`src/rtl/fifo_wr_arbiter.sv`:
```
// fifo_wr_arbiter
// Shares the single write port of the async FIFO between NReq requesters.
// Round-robin arbitration with burst locking: a granted requester keeps the
// port until it signals last, drops valid, or hits MaxBurst beats. One IDLE
// cycle always separates bursts. Writes are gated by the registered full
// flag, and cycles spent stalled on full are counted (saturating).

module fifo_wr_arbiter #(
   parameter int NReq      = 4,
   parameter int DataWidth = 8,
   parameter int MaxBurst  = 4
) (
   input  logic                      clk,
   input  logic                      rst,
   input  logic [NReq-1:0]           i_valid,
   input  logic [NReq*DataWidth-1:0] i_data,
   input  logic [NReq-1:0]           i_last,
   output logic [NReq-1:0]           o_ready,
   input  logic                      i_full,
   output logic                      o_wr_en,
   output logic [DataWidth-1:0]      o_wr_data,
   output logic [NReq-1:0]           o_grant,
   output logic                      o_busy,
   output logic [15:0]               o_stall_cnt
);

   localparam int IdxW  = (NReq > 1) ? $clog2(NReq) : 1;
   localparam int BeatW = $clog2(MaxBurst) + 1;

   typedef enum logic {
      IDLE  = 1'b0,
      BURST = 1'b1
   } state_t;

   state_t            state, state_nx;
   logic [IdxW-1:0]   rr_ptr, rr_nx;
   logic [BeatW-1:0]  beat_cnt, beat_nx;
   logic [NReq-1:0]   grant, grant_nx;
   logic [15:0]       stall_cnt, stall_nx;

   logic              pick_found;
   logic [IdxW-1:0]   pick_idx;
   logic [IdxW-1:0]   cand;
   logic              accept;
   logic [DataWidth-1:0] wr_data_mux;

   // Round-robin search: first valid requester after the last granted index
   always_comb begin
      pick_found = 1'b0;
      pick_idx   = '0;
      cand       = rr_ptr;
      for (int k = 0; k < NReq; k++) begin
         cand = (cand == IdxW'(NReq - 1)) ? '0 : cand + 1'b1;
         if (!pick_found && i_valid[cand]) begin
            pick_found = 1'b1;
            pick_idx   = cand;
         end
      end
   end

   // Next-state logic: grant on IDLE, accept/stall/release while in BURST
   always_comb begin
      state_nx = state;
      rr_nx    = rr_ptr;
      beat_nx  = beat_cnt;
      grant_nx = grant;
      stall_nx = stall_cnt;
      accept   = 1'b0;
      case (state)
         IDLE: begin
            if (pick_found) begin
               state_nx           = BURST;
               rr_nx              = pick_idx;
               beat_nx            = '0;
               grant_nx           = '0;
               grant_nx[pick_idx] = 1'b1;
            end
         end
         BURST: begin
            accept = i_valid[rr_ptr] & ~i_full;
            if (!i_valid[rr_ptr]) begin
               state_nx = IDLE;
               grant_nx = '0;
               beat_nx  = '0;
            end else if (i_full) begin
               if (stall_cnt != 16'hFFFF) begin
                  stall_nx = stall_cnt + 16'd1;
               end
            end else if (i_last[rr_ptr] || (beat_cnt == BeatW'(MaxBurst - 1))) begin
               state_nx = IDLE;
               grant_nx = '0;
               beat_nx  = '0;
            end else begin
               beat_nx = beat_cnt + 1'b1;
            end
         end
         default: begin
            state_nx = IDLE;
            grant_nx = '0;
         end
      endcase
   end

   // Per-requester ready and write-data select from the granted index
   always_comb begin
      o_ready     = '0;
      wr_data_mux = '0;
      for (int k = 0; k < NReq; k++) begin
         o_ready[k] = accept && (rr_ptr == IdxW'(k));
         if (rr_ptr == IdxW'(k)) begin
            wr_data_mux = i_data[k*DataWidth +: DataWidth];
         end
      end
   end

   // State register; reset aborts any burst and restarts arbitration at req 0
   always_ff @(posedge clk or posedge rst) begin
      if (rst) begin
         state     <= IDLE;
         rr_ptr    <= IdxW'(NReq - 1);
         beat_cnt  <= '0;
         grant     <= '0;
         stall_cnt <= '0;
      end else begin
         state     <= state_nx;
         rr_ptr    <= rr_nx;
         beat_cnt  <= beat_nx;
         grant     <= grant_nx;
         stall_cnt <= stall_nx;
      end
   end

   assign o_wr_en     = accept;
   assign o_wr_data   = wr_data_mux;
   assign o_grant     = grant;
   assign o_busy      = (state == BURST);
   assign o_stall_cnt = stall_cnt;

endmodule

```
`config.mk`:
```
export PLATFORM = sky130hd
export DESIGN_NAME = fifo_wr_arbiter
export DESIGN_NICKNAME = d
export VERILOG_FILES = /design/src/rtl/fifo_wr_arbiter.sv
export SDC_FILE = /design/constraint.sdc
export NUM_CORES = 1
export LEC_CHECK = 0
export ABC_AREA = 1
export BUFFER_PORTS_ARGS = -buffer_cell sky130_fd_sc_hd__buf_2
export CAP_MARGIN = 20
export CORE_UTILIZATION = 45
export DETAILED_ROUTE_END_ITERATION = 8
export GPL_TIMING_DRIVEN = 0
export HOLD_SLACK_MARGIN = 0.1
export PLACE_DENSITY = 0.81
export SKIP_CTS_REPAIR_TIMING = 1
export SLEW_MARGIN = 20
export SYNTH_ARGS = -nofsm -noshare
export SYNTH_HDL_FRONTEND = slang
export SYNTH_SLANG_ARGS = --single-unit
```
`constraint.sdc`:
```
create_clock -name clk -period 3.2 [get_ports clk]
set_clock_uncertainty 0.05 [all_clocks]
set_input_delay 0.64 -clock clk [delete_from_list [all_inputs] [get_ports clk]]
set_output_delay 0.64 -clock clk [all_outputs]
set_load 0.02 [all_outputs]
```
# Word level (Yosys, flattened, before mapping)
# Cells that the tools add are included.
[word_totals]
regBits = 26
inputBits = 43
[op_classes]
add_sub_neg = 6
order_cmp = 7
n_eq_ne = 11
muxes = 46
bitwise = 3
n_reduce_logical = 17
[ops]
columns = ["op", "count"]
rows = [
  ["2-to-1 mux 8 bit", 4],
  ["< comparator 2 x 3 -> 1 bit, second input constant", 6],
  ["adder 16 x 1 -> 16 bit, second input constant", 1],
  ["2-to-1 mux 1 bit", 16],
  ["2-to-1 mux 2 bit", 8],
  ["2-to-1 mux 4 bit", 4],
  ["inequality test 16 bit, second input constant", 1],
  ["binary-select mux 1 bit (select 2 bit)", 6],
  ["2-to-1 mux 3 bit", 4],
  ["equality test 2 bit, second input constant", 5],
  ["adder 2 x 1 -> 2 bit, second input constant", 4],
  ["logical AND 1 bit", 8],
  ["case mux 4 bit (2 select lines)", 1],
  ["case mux 3 bit (2 select lines)", 1],
  ["AND reduction 2 bit", 2],
  ["AND reduction 4 bit", 1],
  ["adder 3 x 1 -> 3 bit, second input constant", 1],
  ["equality test 3 x 2 -> 1 bit, second input constant", 1],
  ["logical NOT 1 bit", 3],
  ["inequality test 3 x 2 -> 1 bit, second input constant", 1],
  ["inequality test 3 bit, second input constant", 1],
  ["AND reduction 3 bit", 1],
  ["demux 1 bit (select 2 bit)", 1],
  ["equality test 2 x 1 -> 1 bit, second input constant", 1],
  ["other kinds (7)", 8],
]

# Depth between registers and ports, before layout
# Gate-level depths: netlist of run 1.
[depth]
ltp_word = 20
depth_mapped = 16

# Worst setup path after synthesis of run 1
# OpenSTA, ideal clock, no wires.
[synth_timing]
path_kind = "flip-flop to output port"
start = "register rr_ptr[1]"
end = "output o_wr_data[0]"
t_arrival_ns = 1.994
required_time_ns = 2.510
setup_slack_ns = 0.516
stages_incl_launch_ff = 7
n_path_buf = 1
cell_sequence = "dfstp_2 inv_1 ha_1 clkbuf_1 nor2_1 a221oi_1 o31ai_1"
[synth_via]
elab_chain_cells = 5
elab_cells_between_ends = 8
cone_classes = "eq/ne: 3; mux: 4; reduce/logical: 1"
[synth_rtl]
columns = ["element", "line_no", "rtl"]
rows = [
  ["from (decl)", "36", "logic [IdxW-1:0] rr_ptr, rr_nx;"],
  ["from (signal assigned)", "120", "rr_ptr <= IdxW'(NReq - 1);"],
  ["from (signal assigned)", "126", "rr_ptr <= rr_nx;"],
  ["logical NOT 2 bit", "110", "if (rr_ptr == IdxW'(k)) begin"],
  ["2-to-1 mux 8 bit (3 in series)", "110", ""],
  ["2-to-1 mux 8 bit (*)", "110", ""],
  ["to (decl)", "21", "output logic [DataWidth-1:0] o_wr_data,"],
]
# Mark *: on every way between the ends. The rest lies on a longest branch, timed or not.

# Worst setup path in the final report of run 1
[layout_timing]
start = "register rr_ptr[1]"
end = "output o_wr_data[3]"
# Same word-level chain as after synthesis.

==> results.py, run 1 <==
metrics = {
    "run_status": {
        "status": "finished, final reports clean",
    },
    "logic_synthesis": {
        "synth_top_cell_area_share_pct": 28.8,
        "syn_area_sq_mm": 0.00208,
        "syn_avg_cell_area_sq_um": 6.83,
        "synth_warnings": 0,
        "netlist_instances": 305,
        "ys_ff_latch": 26,
        "yosysTopAreaCell": "dfrtp_1",
        "ys_types": 29,
        "synth_area_leaders": "dfrtp_1, nand2_1, nor2_1, nand3_1, ha_1",
        "synth_nets": 355,
        "seq_area_frac_synth_pct": 31.4,
    },
    "routing": {
        "ant_nets": 0,
        "vias_per_cell": 5.21,
        "routed_wl_um": 5060,
        "wl_per_cell_um": 11.6,
        "drt_iter0_drc": 111,
        "dr.pass1.iters": 4,
        "drc": 0,
        "vias": 2278,
    },
    "timing": {
        "fin_tns_setup_ns": 0,
        "final.setup.worst_slack_ns": 0.167,
        "timing.final.crit_share_pct": 94.8,
        "slew_headroom_pct": 38.0,
        "min_period_ns": 3.03,
        "setup_viol": 0,
        "fmax_mhz": 330,
        "hold_viol": 0,
        "tightest_slew_ns": 0.924,
        "grt_setup_unrepaired": "false",
        "drv_slew": 0,
    },
    "global_route": {
        "top_usage_layer": "met2",
        "grt_pass1_vias": 2158,
        "grt_remaining_overflow": 0,
        "grt_max_degree": 27,
        "grt.met3_usage_pct": 3.03,
        "use_met2_pct": 38.6,
        "grt_pass1_wl_um": 8960,
        "grt_usage_pct": 21.4,
        "met1_usage_pct": 26.9,
        "antenna_found_initial": 0,
    },
    "clock_network": {
        "clk_pin_slew_ns": 0.08,
        "cts_tree": "built",
        "clockBufferDepth": 2,
        "cts-root-buf": "clkbuf_8",
        "h-tree-depth": 1,
        "clk_latency_ns": 0.27,
        "numCtsBuffers": 3,
        "cts.sinks": 26,
    },
    "critical_path": {
        "crit_chain": "inv_1 > ha_1 > clkbuf_1 > nor2_2 > a221oi_1 > o31ai_1 > buf_2",
        "critical_path_arrival_ns": 2.34,
        "worstSetupPathType": "reg -> out",
        "r2r_setup_slack_ns": 0.79,
        "path_max_fanout": 10,
        "cp_slowest_cell": "dfstp_2",
        "cp-end-kind": "primary output",
        "start_kind": "flop",
        "max_stage_delay_ns": 0.58,
        "required_ns": 2.51,
        "worstReg2RegStart": "rr_ptr[0]",
        "critPathLaunch": "rr_ptr[1]",
    },
    "die": {
        "io_pins": 77,
        "dieArea_sq_mm": 0.00490,
        "dieHeight_um": 70.0,
        "rows": 24,
        "core_sq_mm": 0.00441,
        "die_width_um": 70.0,
        "start_util_pct": 47.2,
    },
    "min_path": {
        "hold_class": "in -> async",
    },
    "final_layout": {
        "synthToLayoutAreaGrowth_pct": 23.7,
        "drive_gt1_share_pct": 29.6,
        "nNetsFinal": 436,
        "layout_commonest_cell": "nand2_1",
        "final_cell_mix": "nand2_1, buf_2, nor2_1",
        "n_antenna_cell": 0,
    },
    "place": {
        "post-place-ws_ns": 0.363,
        "gp_congestion": 0.803,
        "dpl.hpwl_um": 3970,
        "place.port_buffers": 76,
    },
    "power": {
        "powerDensity_mw_per_mm2": 866,
        "ir_drop_mv": 0.304,
        "leakage_nw": 1.38,
    },
    "job": {
        "drv_cap": 0,
    },
}
[metal layers]
metal,vias up,routed length (um)
met1,1038,2210
li1,1149,-
met5,-,0
met3,6,325
met2,85,2470
met4,0,54
[power breakdown]
group          leakage [nW]  switching [mW]  internal [mW]
registers             0.339          0.0845          0.405
logic                  1.02            1.03          0.526
clock network        0.0228          0.0989         0.0890
[worst max-delay path: cells and delay by family (launching register included)]
kind	cells	cell delay, ns
buffers and inverters	3	0.56
and+or+nand+nor	1	0.37
AOI/OAI and AO/OA	2	0.37
DFF	1	0.58
adders and majority gates	1	0.20
[final cells by class]
type / instances / area [sq um]
buffer: 8 / 53.8
timing repair buffer: 76 / 380
inverter: 28 / 105
tap: 52 / 65.1
fill: 427 / 1840
clock buffer: 4 / 45.0
multi-input combinational: 243 / 1270
sequential: 26 / 653
[flip-flops by register name, summed over array words and instances, names as in the netlist]
register / flops
o_grant: 4
o_busy: 1
beat_cnt: 3
o_stall_cnt: 16
rr_ptr: 2
[synth_stat cells, drive strengths merged]
cell	count
nand2	112
nor2	46
inv	26
dfrtp	24
nand3	23
o21ai	13
a221oi	8
o31ai	8
ha	7
xnor2	6
xor2	6
buf	5
nand4	5
nor3	4
a21oi	3
clkbuf	3
clkinv	2
dfstp	2
nand3b	2
[per-stage QoR]
step                      cells  util [%]  hold WS (ns)  area (sq um)  total power, mW
after floorplan             305         -         0.413          2080             1.68
after global placement      433      57.3         0.412          2530             2.02
after detailed placement    433      57.3         0.422          2530             2.04
after CTS                   437      58.3         0.442          2570             2.23
after global routing        437      58.3         0.453          2570             2.45
final                       437      58.3         0.398          2570             2.23
[final timing paths]
check,cells after the start,endpoint
min reg2reg,2,o_grant[1]
max,7,o_wr_data[3]
max reg2reg,15,beat_cnt[2]
min,2,o_grant[0]
max in group asynchronous,2,o_busy
min in group clk,2,o_grant[1]
[logic make-up after synthesis]
family	Yosys count	share of synthesized area, %
xor+xnor	12	5.05
simple gates	192	41.3
buf+inv	36	7.63
compound gates	32	10.5
flops	26	31.4
fa+ha+maj	7	4.21
(Power assumes the default switching activity.)
==> inputs of run 2 (changes only) <==
--- a/config.mk
+++ b/config.mk
@@ -5,14 +5,14 @@
 export SDC_FILE = /design/constraint.sdc
 export NUM_CORES = 1
 export LEC_CHECK = 0
-export ABC_AREA = 1
+export ABC_AREA = 0
 export BUFFER_PORTS_ARGS = -buffer_cell sky130_fd_sc_hd__buf_2
 export CAP_MARGIN = 20
 export CORE_UTILIZATION = 45
 export DETAILED_ROUTE_END_ITERATION = 8
 export GPL_TIMING_DRIVEN = 0
 export HOLD_SLACK_MARGIN = 0.1
-export PLACE_DENSITY = 0.81
+export PLACE_DENSITY = 0.83
 export SKIP_CTS_REPAIR_TIMING = 1
 export SLEW_MARGIN = 20
 export SYNTH_ARGS = -nofsm -noshare
==> results.py, run 2 <==
metrics = {
    "run_status": {
        "status": "finished, final reports clean",
    },
    "die": {
        "dieArea_sq_mm": 0.00418,
        "io_pins": 77,
        "dieHeight_um": 64.7,
        "core_sq_mm": 0.00372,
        "rows": 22,
        "start_util_pct": 47.6,
        "die_width_um": 64.7,
    },
    "logic_synthesis": {
        "ys_types": 47,
        "synth_edf_count": 0,
        "synth_area_leaders": "dfrtp_1, xor2_1, ha_1, nand2_1, nand4_1",
        "async_flop_share_pct": 100,
        "netlist_instances": 188,
        "syn_avg_cell_area_sq_um": 9.40,
        "synth_top_cell_area_share_pct": 34.0,
        "synth_flop_cell": "dfrtp_1",
        "ys_ff_latch": 26,
        "synth_nets": 238,
        "yosysTopAreaCell": "dfrtp_1",
        "syn_area_sq_mm": 0.00177,
        "synth_common_cells": "dfrtp_1, nand2_1, xor2_1",
        "post-synth-top-count-cell": "dfrtp_1",
        "seq_area_frac_synth_pct": 36.9,
        "synth_warnings": 0,
    },
    "routing": {
        "dr.pass1.iters": 4,
        "drc": 0,
        "vias_per_cell": 5.53,
        "ant_nets": 0,
        "wl_per_cell_um": 13.4,
        "routed_wl_um": 4220,
        "drt_iter0_drc": 104,
        "vias": 1741,
    },
    "clock_network": {
        "numCtsBuffers": 3,
        "cts_tree": "built",
        "cts.sinks": 26,
        "clk_latency_ns": 0.26,
        "h-tree-depth": 1,
        "clk_pin_slew_ns": 0.09,
        "clockBufferDepth": 2,
        "cts-root-buf": "clkbuf_8",
    },
    "timing": {
        "fin_tns_setup_ns": 0,
        "setup_viol": 0,
        "min_period_ns": 2.97,
        "hold_viol": 0,
        "fmax_mhz": 337,
        "tightest_slew_ns": 0.924,
        "slew_headroom_pct": 38.4,
        "drv_slew": 0,
        "grt_setup_unrepaired": "false",
        "timing.final.crit_share_pct": 92.8,
    },
    "critical_path": {
        "critical_path_arrival_ns": 2.28,
        "max_stage_delay_ns": 0.56,
        "cpLargestDelayFamily": "multiplexers",
        "path_max_fanout": 10,
        "worstReg2RegStart": "rr_ptr[0]",
        "crit_chain": "buf_4 > mux4_2 > nand2_4 > buf_6 > nor2_1 > and2_1 > buf_2",
        "required_ns": 2.51,
        "r2r_setup_slack_ns": 1.05,
        "r2r_cells": 7,
        "reg2reg_to": "o_grant[2]",
        "worstSetupPathType": "reg -> out",
        "cp_slowest_cell": "mux4_2",
        "critPathBufInv": 3,
        "start_kind": "flop",
        "cp-end-kind": "primary output",
    },
    "power": {
        "intPower_uw": 927,
        "leakage_nw": 1.16,
        "clkPwrFrac_pct": 11.9,
        "p_comb_share_pct": 59.4,
        "ir_drop_mv": 0.501,
        "power.total_mw": 1.75,
        "switchingPower_uw": 819,
        "swShare_pct": 46.9,
        "powerDensity_mw_per_mm2": 773,
        "seqPwrFrac_pct": 28.7,
    },
    "global_route": {
        "grt_pass1_wl_um": 6940,
        "grt_max_degree": 27,
        "grt_pass1_vias": 1588,
        "grt_usage_pct": 20.8,
        "grt_remaining_overflow": 0,
        "antenna_found_initial": 0,
    },
    "final_layout": {
        "final_cell_mix": "buf_2, dfrtp_1, nand2_1",
        "synthToLayoutAreaGrowth_pct": 27.7,
        "n_antenna_cell": 0,
        "fill_cells": 339,
        "layout_commonest_cell": "buf_2",
        "drive_gt1_share_pct": 34.8,
        "fin_area_sq_mm": 0.00226,
        "largest_reg_flops": 16,
        "layout.cells.non_filler": 315,
        "nNetsFinal": 318,
        "utilization_pct": 60.8,
    },
    "place": {
        "place.port_buffers": 75,
        "dp_cells": 311,
        "gp_congestion": 0.872,
        "dpl.hpwl_um": 3240,
        "placed_area_sq_mm": 0.00220,
    },
    "min_path": {
        "hold_class": "reg -> reg",
        "hold_depth": 1,
        "hold_end": "o_stall_cnt[15]",
        "hold_start": "o_stall_cnt[15]",
    },
    "job": {
        "drv_cap": 0,
    },
}
## run 2: changes by cell type after synthesis, moves of 5 or more
| cell | previous run | this run |
|---|---|---|
| xor2_1 | 6 | 15 |
| inv_1 | 21 | 5 |
| nand2_1 | 100 | 20 |
| a21oi_1 | 3 | 8 |
| nor4_1 | 0 | 6 |
| and2_1 | 0 | 5 |
| xnor2_1 | 6 | 0 |
| nor2_1 | 39 | 5 |
| nand2_2 | 10 | 0 |
| nor2b_1 | 0 | 6 |
| inv_2 | 5 | 0 |
| nand3_1 | 22 | 5 |
## run 2: metal layers
metal	wire, um	vias to the layer above	track usage, %
li1	-	868	-
met1	1960	820	26.9
met2	2030	51	35.9
met3	218	2	3.52
met4	15	0	5.28
met5	0	-	0
## run 2: per-stage QoR
step / setup WS [ns] / hold slack (ns)
floorplan: 0.646 / 0.416
finish: 0.230 / 0.443
detailed placement: 0.459 / 0.425
global placement: 0.471 / 0.425
CTS: 0.210 / 0.444
global route: 0.139 / 0.481
## run 2: cells by family (layout without fill, tap and decap cells)
logic type | after synthesis | count (layout) | share of synthesized area [%]
AO/OA/AOI/OAI | 39 | 39 | 15.6
XOR/XNOR | 15 | 15 | 7.43
adder cells (fa/ha/maj) | 7 | 7 | 4.95
buffers and inverters | 13 | 92 | 3.47
flip-flops | 26 | 26 | 36.9
multiplexers | 5 | 5 | 3.68
AND/OR/NAND/NOR | 83 | 83 | 28.0
## run 2: worst max path at each step
stage	to	from	slack, ns	depth (start not counted)
finish	o_ready[1]	rr_ptr[0]	0.23	7
global route	o_ready[0]	rr_ptr[0]	0.14	7
CTS	o_ready[1]	rr_ptr[0]	0.21	7
detailed placement	o_ready[1]	i_valid[3]	0.46	7
global placement	o_ready[1]	i_valid[3]	0.47	7
floorplan	o_ready[0]	rr_ptr[0]	0.65	6
## run 2: worst reg2reg max path: stages, from the launching register on
cell,delay [ns]
dfstp_2,0.55
buf_4,0.16
inv_1,0.08
ha_1,0.36
nand2b_1,0.16
a21o_1,0.19
a311oi_1,0.36
a22o_1,0.18
## run 2: power groups by stage
stage | combinational (mW) | sequential, mW | clock (mW)
after floorplan | 0.684 | 0.563 | 0
after global placement | 1.02 | 0.502 | 0
after detailed placement | 1.04 | 0.505 | 0
after CTS | 1.04 | 0.499 | 0.210
after global routing | 1.14 | 0.512 | 0.227
final | 1.04 | 0.500 | 0.208
## run 2: final cells by class
class	instances	area, sq um	area share, %
Multi-Input combinational cell	149	1050	46.6
Sequential cell	26	653	28.9
Timing Repair Buffer	75	375	16.6
Tap cell	48	60.1	2.66
Clock buffer	4	55.1	2.44
Buffer	8	42.5	1.88
Inverter	5	18.8	0.831
